==> src/rtl/shape_ctrl_initiator_if.sv <==
// ----------------------------------------------------------------------------
// shape_ctrl_initiator_if
//   Groups the request, control-register and response signals of the shape
//   control initiator.
//
//   Request  : req_valid, req_ready, req_shape[1:0], req_operation[4:0]
//   Register : write, write_data[31:0], read, read_data[31:0]
//   Response : rsp_valid, rsp_ready, rsp_status[1:0]
//   Status   : busy
//
//   master : the initiator itself (drives req_ready, strobes, response, busy)
//   slave  : its environment (drives the request, read_data and rsp_ready)
// ----------------------------------------------------------------------------
interface shape_ctrl_initiator_if;
    logic        req_valid;
    logic        req_ready;
    logic [1:0]  req_shape;
    logic [4:0]  req_operation;
    logic        write;
    logic [31:0] write_data;
    logic        read;
    logic [31:0] read_data;
    logic        rsp_valid;
    logic        rsp_ready;
    logic [1:0]  rsp_status;
    logic        busy;

    modport master (
        input  req_valid, req_shape, req_operation, read_data, rsp_ready,
        output req_ready, write, write_data, read, rsp_valid, rsp_status, busy
    );

    modport slave (
        output req_valid, req_shape, req_operation, read_data, rsp_ready,
        input  req_ready, write, write_data, read, rsp_valid, rsp_status, busy
    );
endinterface

==> src/rtl/shape_ctrl_initiator.sv <==
// ----------------------------------------------------------------------------
// shape_ctrl_initiator
//   Accepts a (shape, operation) request, checks its legality, writes it to a
//   control register and reports the outcome on a valid/ready response.
//   With read-back enabled the register is read after each write and compared
//   against the request; mismatches are retried up to MAX_RETRIES times.
//
//   Parameters : MAX_RETRIES (0..7) re-writes after a read-back mismatch
//   Macro      : SHAPE_CTRL_READBACK_EN enables read-back, retry and MISMATCH.
//                When undefined the block goes WRITE -> RESP, read stays low
//                and read_data is ignored.
//   Ports      : clk   - clock, rising edge
//                rst_n - asynchronous, active-low reset
//                bus   - shape_ctrl_initiator_if.master (request, register
//                        write/read, response, busy)
//   Status     : 00 OK, 01 ILLEGAL, 10 MISMATCH
// ----------------------------------------------------------------------------
module shape_ctrl_initiator #(
    parameter int MAX_RETRIES = 2
) (
    input  logic                          clk,
    input  logic                          rst_n,
    shape_ctrl_initiator_if.master        bus
);

    typedef enum logic [2:0] {IDLE, WRITE, READ, SAMPLE, RESP} state_e;

    localparam logic [1:0] ST_OK       = 2'b00;
    localparam logic [1:0] ST_ILLEGAL  = 2'b01;
    localparam logic [1:0] ST_MISMATCH = 2'b10;

    state_e     state_q, state_d;
    logic [1:0] shape_q, shape_d;
    logic [4:0] op_q, op_d;
    logic [1:0] status_q, status_d;
    logic       accept;

`ifdef SHAPE_CTRL_READBACK_EN
    localparam logic [2:0] MAX_R = 3'(MAX_RETRIES);
    logic [2:0] retry_q, retry_d;
    logic       match;
`else
    logic       unused_read_data;
`endif

    function automatic logic shape_legal(input logic [1:0] s);
        return (s == 2'b01) || (s == 2'b10);
    endfunction

    function automatic logic op_legal(input logic [4:0] op);
        logic ok;
        case (op[4:3])
            2'b00:   ok = (op[2:0] <= 3'd1);
            2'b01:   ok = (op[2:0] == 3'd0);
            2'b10:   ok = (op[2:0] <= 3'd1);
            default: ok = 1'b0;
        endcase
        return ok;
    endfunction

    // Class-00 operations pair with any shape; other classes must name the shape.
    function automatic logic req_legal(input logic [1:0] s, input logic [4:0] op);
        return shape_legal(s) && op_legal(op) && ((op[4:3] == 2'b00) || (op[4:3] == s));
    endfunction

    // req_ready is gated by rst_n so it reads low while reset is held.
    assign bus.req_ready  = rst_n && (state_q == IDLE);
    assign accept         = bus.req_valid && bus.req_ready;
    assign bus.write      = (state_q == WRITE);
    assign bus.write_data = (state_q == WRITE) ? {14'd0, shape_q, 11'd0, op_q} : 32'd0;
    assign bus.rsp_valid  = (state_q == RESP);
    assign bus.rsp_status = (state_q == RESP) ? status_q : 2'b00;
    assign bus.busy       = (state_q != IDLE);

`ifdef SHAPE_CTRL_READBACK_EN
    assign bus.read = (state_q == READ);
    // read_data is valid in SAMPLE, the cycle after the read strobe.
    assign match    = (bus.read_data[17:16] == shape_q) && (bus.read_data[4:0] == op_q);
`else
    assign bus.read         = 1'b0;
    assign unused_read_data = ^bus.read_data;
`endif

    always_ff @(posedge clk or negedge rst_n) begin
        if (!rst_n) begin
            state_q  <= IDLE;
            shape_q  <= 2'b00;
            op_q     <= 5'b00000;
            status_q <= ST_OK;
`ifdef SHAPE_CTRL_READBACK_EN
            retry_q  <= 3'd0;
`endif
        end else begin
            state_q  <= state_d;
            shape_q  <= shape_d;
            op_q     <= op_d;
            status_q <= status_d;
`ifdef SHAPE_CTRL_READBACK_EN
            retry_q  <= retry_d;
`endif
        end
    end

    always_comb begin
        state_d  = state_q;
        shape_d  = shape_q;
        op_d     = op_q;
        status_d = status_q;
`ifdef SHAPE_CTRL_READBACK_EN
        retry_d  = retry_q;
`endif
        case (state_q)
            IDLE: begin
                if (accept) begin
                    shape_d = bus.req_shape;
                    op_d    = bus.req_operation;
                    if (req_legal(bus.req_shape, bus.req_operation)) begin
                        state_d = WRITE;
`ifdef SHAPE_CTRL_READBACK_EN
                        retry_d = 3'd0;
`endif
                    end else begin
                        state_d  = RESP;
                        status_d = ST_ILLEGAL;
                    end
                end
            end
            WRITE: begin
`ifdef SHAPE_CTRL_READBACK_EN
                state_d = READ;
`else
                state_d  = RESP;
                status_d = ST_OK;
`endif
            end
`ifdef SHAPE_CTRL_READBACK_EN
            READ: state_d = SAMPLE;
            SAMPLE: begin
                if (match) begin
                    state_d  = RESP;
                    status_d = ST_OK;
                end else if (retry_q < MAX_R) begin
                    retry_d = retry_q + 3'd1;
                    state_d = WRITE;
                end else begin
                    state_d  = RESP;
                    status_d = ST_MISMATCH;
                end
            end
`endif
            RESP: begin
                if (bus.rsp_ready) state_d = IDLE;
            end
            default: state_d = IDLE;
        endcase
    end

endmodule

==> src/flat_wrapper.sv <==
// flat-port wrapper written by rule: the top's interface ports become plain ports
module shape_ctrl_initiator_flat 
#(
    parameter int MAX_RETRIES = 2
)
  (clk, rst_n, bus_req_valid, bus_req_shape, bus_req_operation, bus_read_data, bus_rsp_ready, bus_req_ready, bus_write, bus_write_data, bus_read, bus_rsp_valid, bus_rsp_status, bus_busy);
  shape_ctrl_initiator_if bus_i ();
  input  logic clk;
  input  logic rst_n;
  input wire logic [$bits(bus_i.req_valid)-1:0] bus_req_valid;
  input wire logic [$bits(bus_i.req_shape)-1:0] bus_req_shape;
  input wire logic [$bits(bus_i.req_operation)-1:0] bus_req_operation;
  input wire logic [$bits(bus_i.read_data)-1:0] bus_read_data;
  input wire logic [$bits(bus_i.rsp_ready)-1:0] bus_rsp_ready;
  output wire logic [$bits(bus_i.req_ready)-1:0] bus_req_ready;
  output wire logic [$bits(bus_i.write)-1:0] bus_write;
  output wire logic [$bits(bus_i.write_data)-1:0] bus_write_data;
  output wire logic [$bits(bus_i.read)-1:0] bus_read;
  output wire logic [$bits(bus_i.rsp_valid)-1:0] bus_rsp_valid;
  output wire logic [$bits(bus_i.rsp_status)-1:0] bus_rsp_status;
  output wire logic [$bits(bus_i.busy)-1:0] bus_busy;
  assign bus_i.req_valid = bus_req_valid;
  assign bus_i.req_shape = bus_req_shape;
  assign bus_i.req_operation = bus_req_operation;
  assign bus_i.read_data = bus_read_data;
  assign bus_i.rsp_ready = bus_rsp_ready;
  assign bus_req_ready = bus_i.req_ready;
  assign bus_write = bus_i.write;
  assign bus_write_data = bus_i.write_data;
  assign bus_read = bus_i.read;
  assign bus_rsp_valid = bus_i.rsp_valid;
  assign bus_rsp_status = bus_i.rsp_status;
  assign bus_busy = bus_i.busy;
  shape_ctrl_initiator #(.MAX_RETRIES(MAX_RETRIES)) u_core (.clk(clk), .rst_n(rst_n), .bus(bus_i));
endmodule
==> config.mk <==
export PLATFORM = sky130hd
export DESIGN_NAME = shape_ctrl_initiator_flat
export DESIGN_NICKNAME = d
export VERILOG_FILES = /design/src/rtl/shape_ctrl_initiator_if.sv /design/src/rtl/shape_ctrl_initiator.sv /design/src/flat_wrapper.sv
export SDC_FILE = /design/constraint.sdc
export NUM_CORES = 1
export LEC_CHECK = 0
export CAP_MARGIN = 5
export CORE_MARGIN = 2
export CORE_UTILIZATION = 27
export CTS_CLUSTER_SIZE = 25
export DETAILED_ROUTE_END_ITERATION = 10
export GPL_ROUTABILITY_DRIVEN = 0
export PLACE_DENSITY = 0.85
export SLEW_MARGIN = 20
export SYNTH_ARGS = -nofsm -noshare
export SYNTH_HDL_FRONTEND = slang
export SYNTH_SLANG_ARGS = --single-unit
==> constraint.sdc <==
create_clock -name clk -period 1.4 [get_ports clk]
set_input_delay 0.21 -clock clk [delete_from_list [all_inputs] [get_ports clk]]
set_output_delay 0.21 -clock clk [all_outputs]
set_load 0.01 [all_outputs]
==> metrics list <==
* Via density per instance: 3.77
- Counting flops with an async set or reset pin after synthesis yields a share of 1.00.
* Most instantiated cells after synthesis: sky130_fd_sc_hd__buf_4 (27), sky130_fd_sc_hd__dfrtp_1 (10), sky130_fd_sc_hd__and2_1 (8)
- Before antenna repair, the detailed router went through 3 iterations.
- PortBufs: 22
- The clock drives 10 sinks.
- Cts hold-fix bufs: 0
- VDD sags by at most 0.423 mV.
- The number of hold violations in the final report came to 0.
- Yosys mapped a number of flops with a built-in enable equal to 0.
* Post-Place Cell Area: 930 µm²
- In this run the worst path has a maximum fanout of 5.
- Number of diodes: 0
- Cell leakage power: 0.538 nW
- The first global-routing pass estimated 2150 µm of wire.
- The die covers 0.00316 mm².
* Antenna violation net count after detailed routing: 0
- The number of global-route vias before repair is 515.
- Met2 routed WL: 837 µm
- The detailed router used layers up to and including met3.
- Worst-case register-to-register setup slack: -0.02 ns
- After detailed routing, the average wire length per cell comes to 11.1 µm.
- Counting both buffers and inverters, the worst setup path holds a total of 3.
- In the synthesized netlist, the number of instances is 70.
* All-layer global routing usage: 0.0879
- With fillers left out, the area of the finished cells amounts to around 1000 µm².
* Yosys Warn Count: 0
* Clock latency reported for the late side of the worst-skew pair: 0.25 ns
- Arrival time reported for the critical path endpoint: 1.31 ns
- The routed design uses between 100 and 150 µm of met3 wire.
- After layout, the minimum clock period comes to between 1.5 and 2 ns.
- Status: finished, violations left
- Clock Pin Slew Worst Setup and Hold Paths: 0.06 ns
- The synthesized design contains 10 register bits.
* Setup repair after global routing missed its margin: true
- The synthesized design spends more area on one cell type than any other, namely sky130_fd_sc_hd__dfrtp_1.
* Die extent in x: between 50 and 60 µm
* Most frequent cell on the critical path: sky130_fd_sc_hd__buf_6
* Largest net degree at the start of global routing: 11
* Mapped Area: 737 µm²
* Fraction of layout instances using a drive strength above 1: 0.390
- Standard cell core area: 0.00252 mm²
- Clock buffer count from CTS: 3
* Routed WL: 1500 µm
- Predominant post-synthesis flop cell: sky130_fd_sc_hd__dfrtp_1
- The largest individual stage delay along the critical path comes from the cell sky130_fd_sc_hd__dfrtp_1.
- CTS built an H-tree with a depth of 1.
- A synthesized cell averages between 10 and 15 µm².
- Max_cap viols: 0
- The number of antenna violations at the first check in global routing came to 0.
* Origin of the worst setup path: u_core.state_q[0]
- Total congestion overflow: 0
- Setup violations remaining at the end of the flow were counted as 15.
- Sequential area share after synthesis: 0.340
- Met1 Wirelength: about 540 µm
* Endpoint type of the worst setup path: output pin
- DRC violations left: 0
* Critical Path Source Type: flip-flop
- After floorplanning, the core was divided into 18 placement rows.
- Initial core utilization: 0.292
- On the final layout, the worst hold slack is 0.276 ns.
* Endpoint required time on the critical path: 1.19 ns
* Cell with the most instances after synthesis: sky130_fd_sc_hd__buf_4
- In this run the vertical extent of the chip is around 56 µm.
- Number of pins with negative max-slew slack in the final report: 0
* Critical Setup Path Class: flip-flop to output pin
* Power density cells: 830 mW/mm²
- Pin placement for this block handled 82 I/O pins.
* Post-route clock period utilization: 1.09
- Cell Chain, Critical Path: and2b_4 > buf_6 > buf_6 > and2_4 > buf_6
- Failing checks: setup timing
- On the worst path, the slowest cell contributes a delay of 0.41 ns.
- Class of the tightest hold or removal check: input pin to asynchronous set/reset pin
- Setup slack on the critical path of the routed design comes to -0.121 ns.
* DRC marker count from the first detailed-route iteration: 2
- In this run the critical register-to-register path is launched from u_core.state_q[2].
- The clock arrives with 0.00105 ns of skew.
- CP top delay family: flip-flops
- Post-synth cell types: 17
* Number of vias in the routed layout: between 500 and 600
* Number of buffers on the longest clock path: 2
* Filler cell count: 269
* Detailed placer's ending HPWL: 1090 µm
- TritonCTS built the clock tree.
- Fraction of synthesized cell area taken by the top area cell type: 0.340
- The final layout contains 150 nets.
- The tree is rooted in a sky130_fd_sc_hd__clkbuf_4.
- Derived from the worst setup path, the maximum achievable clock frequency is 657 MHz.
- Area added between synthesis and finish: 35.5%
* Main area contributors after synthesis: sky130_fd_sc_hd__dfrtp_1 (34%), sky130_fd_sc_hd__buf_4 (28%), sky130_fd_sc_hd__mux2_4 (14%), sky130_fd_sc_hd__and2_1 (6.8%), sky130_fd_sc_hd__nor3b_4 (2.5%)
==> per-layer routing <==
metal,up-vias,global-route usage
met5,-,0
met4,0,0.0306
met3,0,0.0349
met2,29,0.163
met1,234,0.0877
li1,246,-
==> final timing paths <==
path / cells past startpoint / endpoint
setup / recovery: 5 / bus_write_data[3]
hold / removal: 2 / u_core.state_q[2]
setup reg to reg: 5 / u_core.op_q[1]
hold reg to reg: 1 / u_core.shape_q[1]
max in group asynchronous: 2 / u_core.op_q[0]
min in group clk: 1 / u_core.shape_q[1]
==> per-stage QoR <==
step | TNS, ns | total power [mW] | setup slack (ns) | cells | util
after global placement | -3.29 | 0.616 | -0.245 | 126 | 0.369
after CTS | -0.566 | 0.816 | -0.120 | 132 | 0.378
after detailed placement | -3.98 | 0.628 | -0.260 | 126 | 0.369
after floorplan | 0 | 0.574 | 0.126 | 96 | -
after global routing | -1.37 | 0.884 | -0.163 | 135 | 0.396
final | -0.580 | 0.829 | -0.121 | 135 | 0.396
==> registers in the layout (all words and copies together) (netlist names) <==
register	flops
u_core.op_q	5
u_core.shape_q	2
u_core.state_q	2
u_core.status_q	1
==> cells by family after synthesis <==
| family | share of synthesized area |
|---|---|
| DFF | 0.340 |
| other | 0.00509 |
| AOI/OAI and AO/OA | 0.0526 |
| and+or+nand+nor | 0.168 |
| muxes | 0.143 |
| buffers and inverters | 0.292 |
==> area by class of cell <==
| type | instances | area [µm²] | share of cell area |
|---|---|---|---|
| inverters | 2 | 7.51 | 0.00752 |
| repair buffers | 33 | 277 | 0.277 |
| flip-flops and latches | 10 | 250 | 0.251 |
| clock buffers | 3 | 22.5 | 0.0226 |
| well taps | 30 | 37.5 | 0.0376 |
| multi-input cells | 57 | 404 | 0.405 |
==> worst register-to-register path, stage by stage (launching register included) <==
cell,delay (ns)
sky130_fd_sc_hd__dfrtp_1,0.38
sky130_fd_sc_hd__buf_4,0.15
sky130_fd_sc_hd__nor3b_4,0.22
sky130_fd_sc_hd__buf_6,0.16
sky130_fd_sc_hd__nand2_8,0.08
sky130_fd_sc_hd__mux2_4,0.32
==> cell usage in the layout (no fill, tap or decap) <==
| master | n |
|---|---|
| sky130_fd_sc_hd__and2b_4 | 1 |
| sky130_fd_sc_hd__nand2_8 | 1 |
| sky130_fd_sc_hd__nor2b_1 | 1 |
| sky130_fd_sc_hd__clkdlybuf4s50_1 | 10 |
| sky130_fd_sc_hd__clkbuf_4 | 3 |
| sky130_fd_sc_hd__dfrtp_1 | 10 |
| sky130_fd_sc_hd__a21oi_1 | 2 |
| sky130_fd_sc_hd__o21ai_1 | 1 |
| sky130_fd_sc_hd__buf_6 | 7 |
| sky130_fd_sc_hd__mux2_4 | 7 |
| sky130_fd_sc_hd__conb_1 | 27 |
| sky130_fd_sc_hd__or3b_1 | 2 |
| sky130_fd_sc_hd__buf_2 | 8 |
| sky130_fd_sc_hd__nor2b_4 | 1 |
| sky130_fd_sc_hd__nor3b_4 | 1 |
| sky130_fd_sc_hd__a211o_1 | 1 |
| sky130_fd_sc_hd__nand2_4 | 1 |
| sky130_fd_sc_hd__and2_4 | 2 |
| sky130_fd_sc_hd__inv_1 | 2 |
| sky130_fd_sc_hd__buf_4 | 7 |
| sky130_fd_sc_hd__a211oi_1 | 2 |
| sky130_fd_sc_hd__and2_1 | 6 |
| sky130_fd_sc_hd__or2_2 | 1 |
| sky130_fd_sc_hd__clkbuf_2 | 1 |
==> report_power, final <==
part           switching, mW  leakage (nW)  internal, mW
combinational          0.115         0.407         0.162
clock                 0.0842        0.0138        0.0985
sequential            0.0275         0.118         0.342
total                  0.227         0.538         0.602
==> timing repair <==
action	4_1_cts	5_1_grt
setup buffers	3	2
cloned	0	1
pin swaps	1	0
gates resized for setup	55	7
endpoints found under the setup margin	19	19
Note: power is estimated with default switching activity, not from simulation.
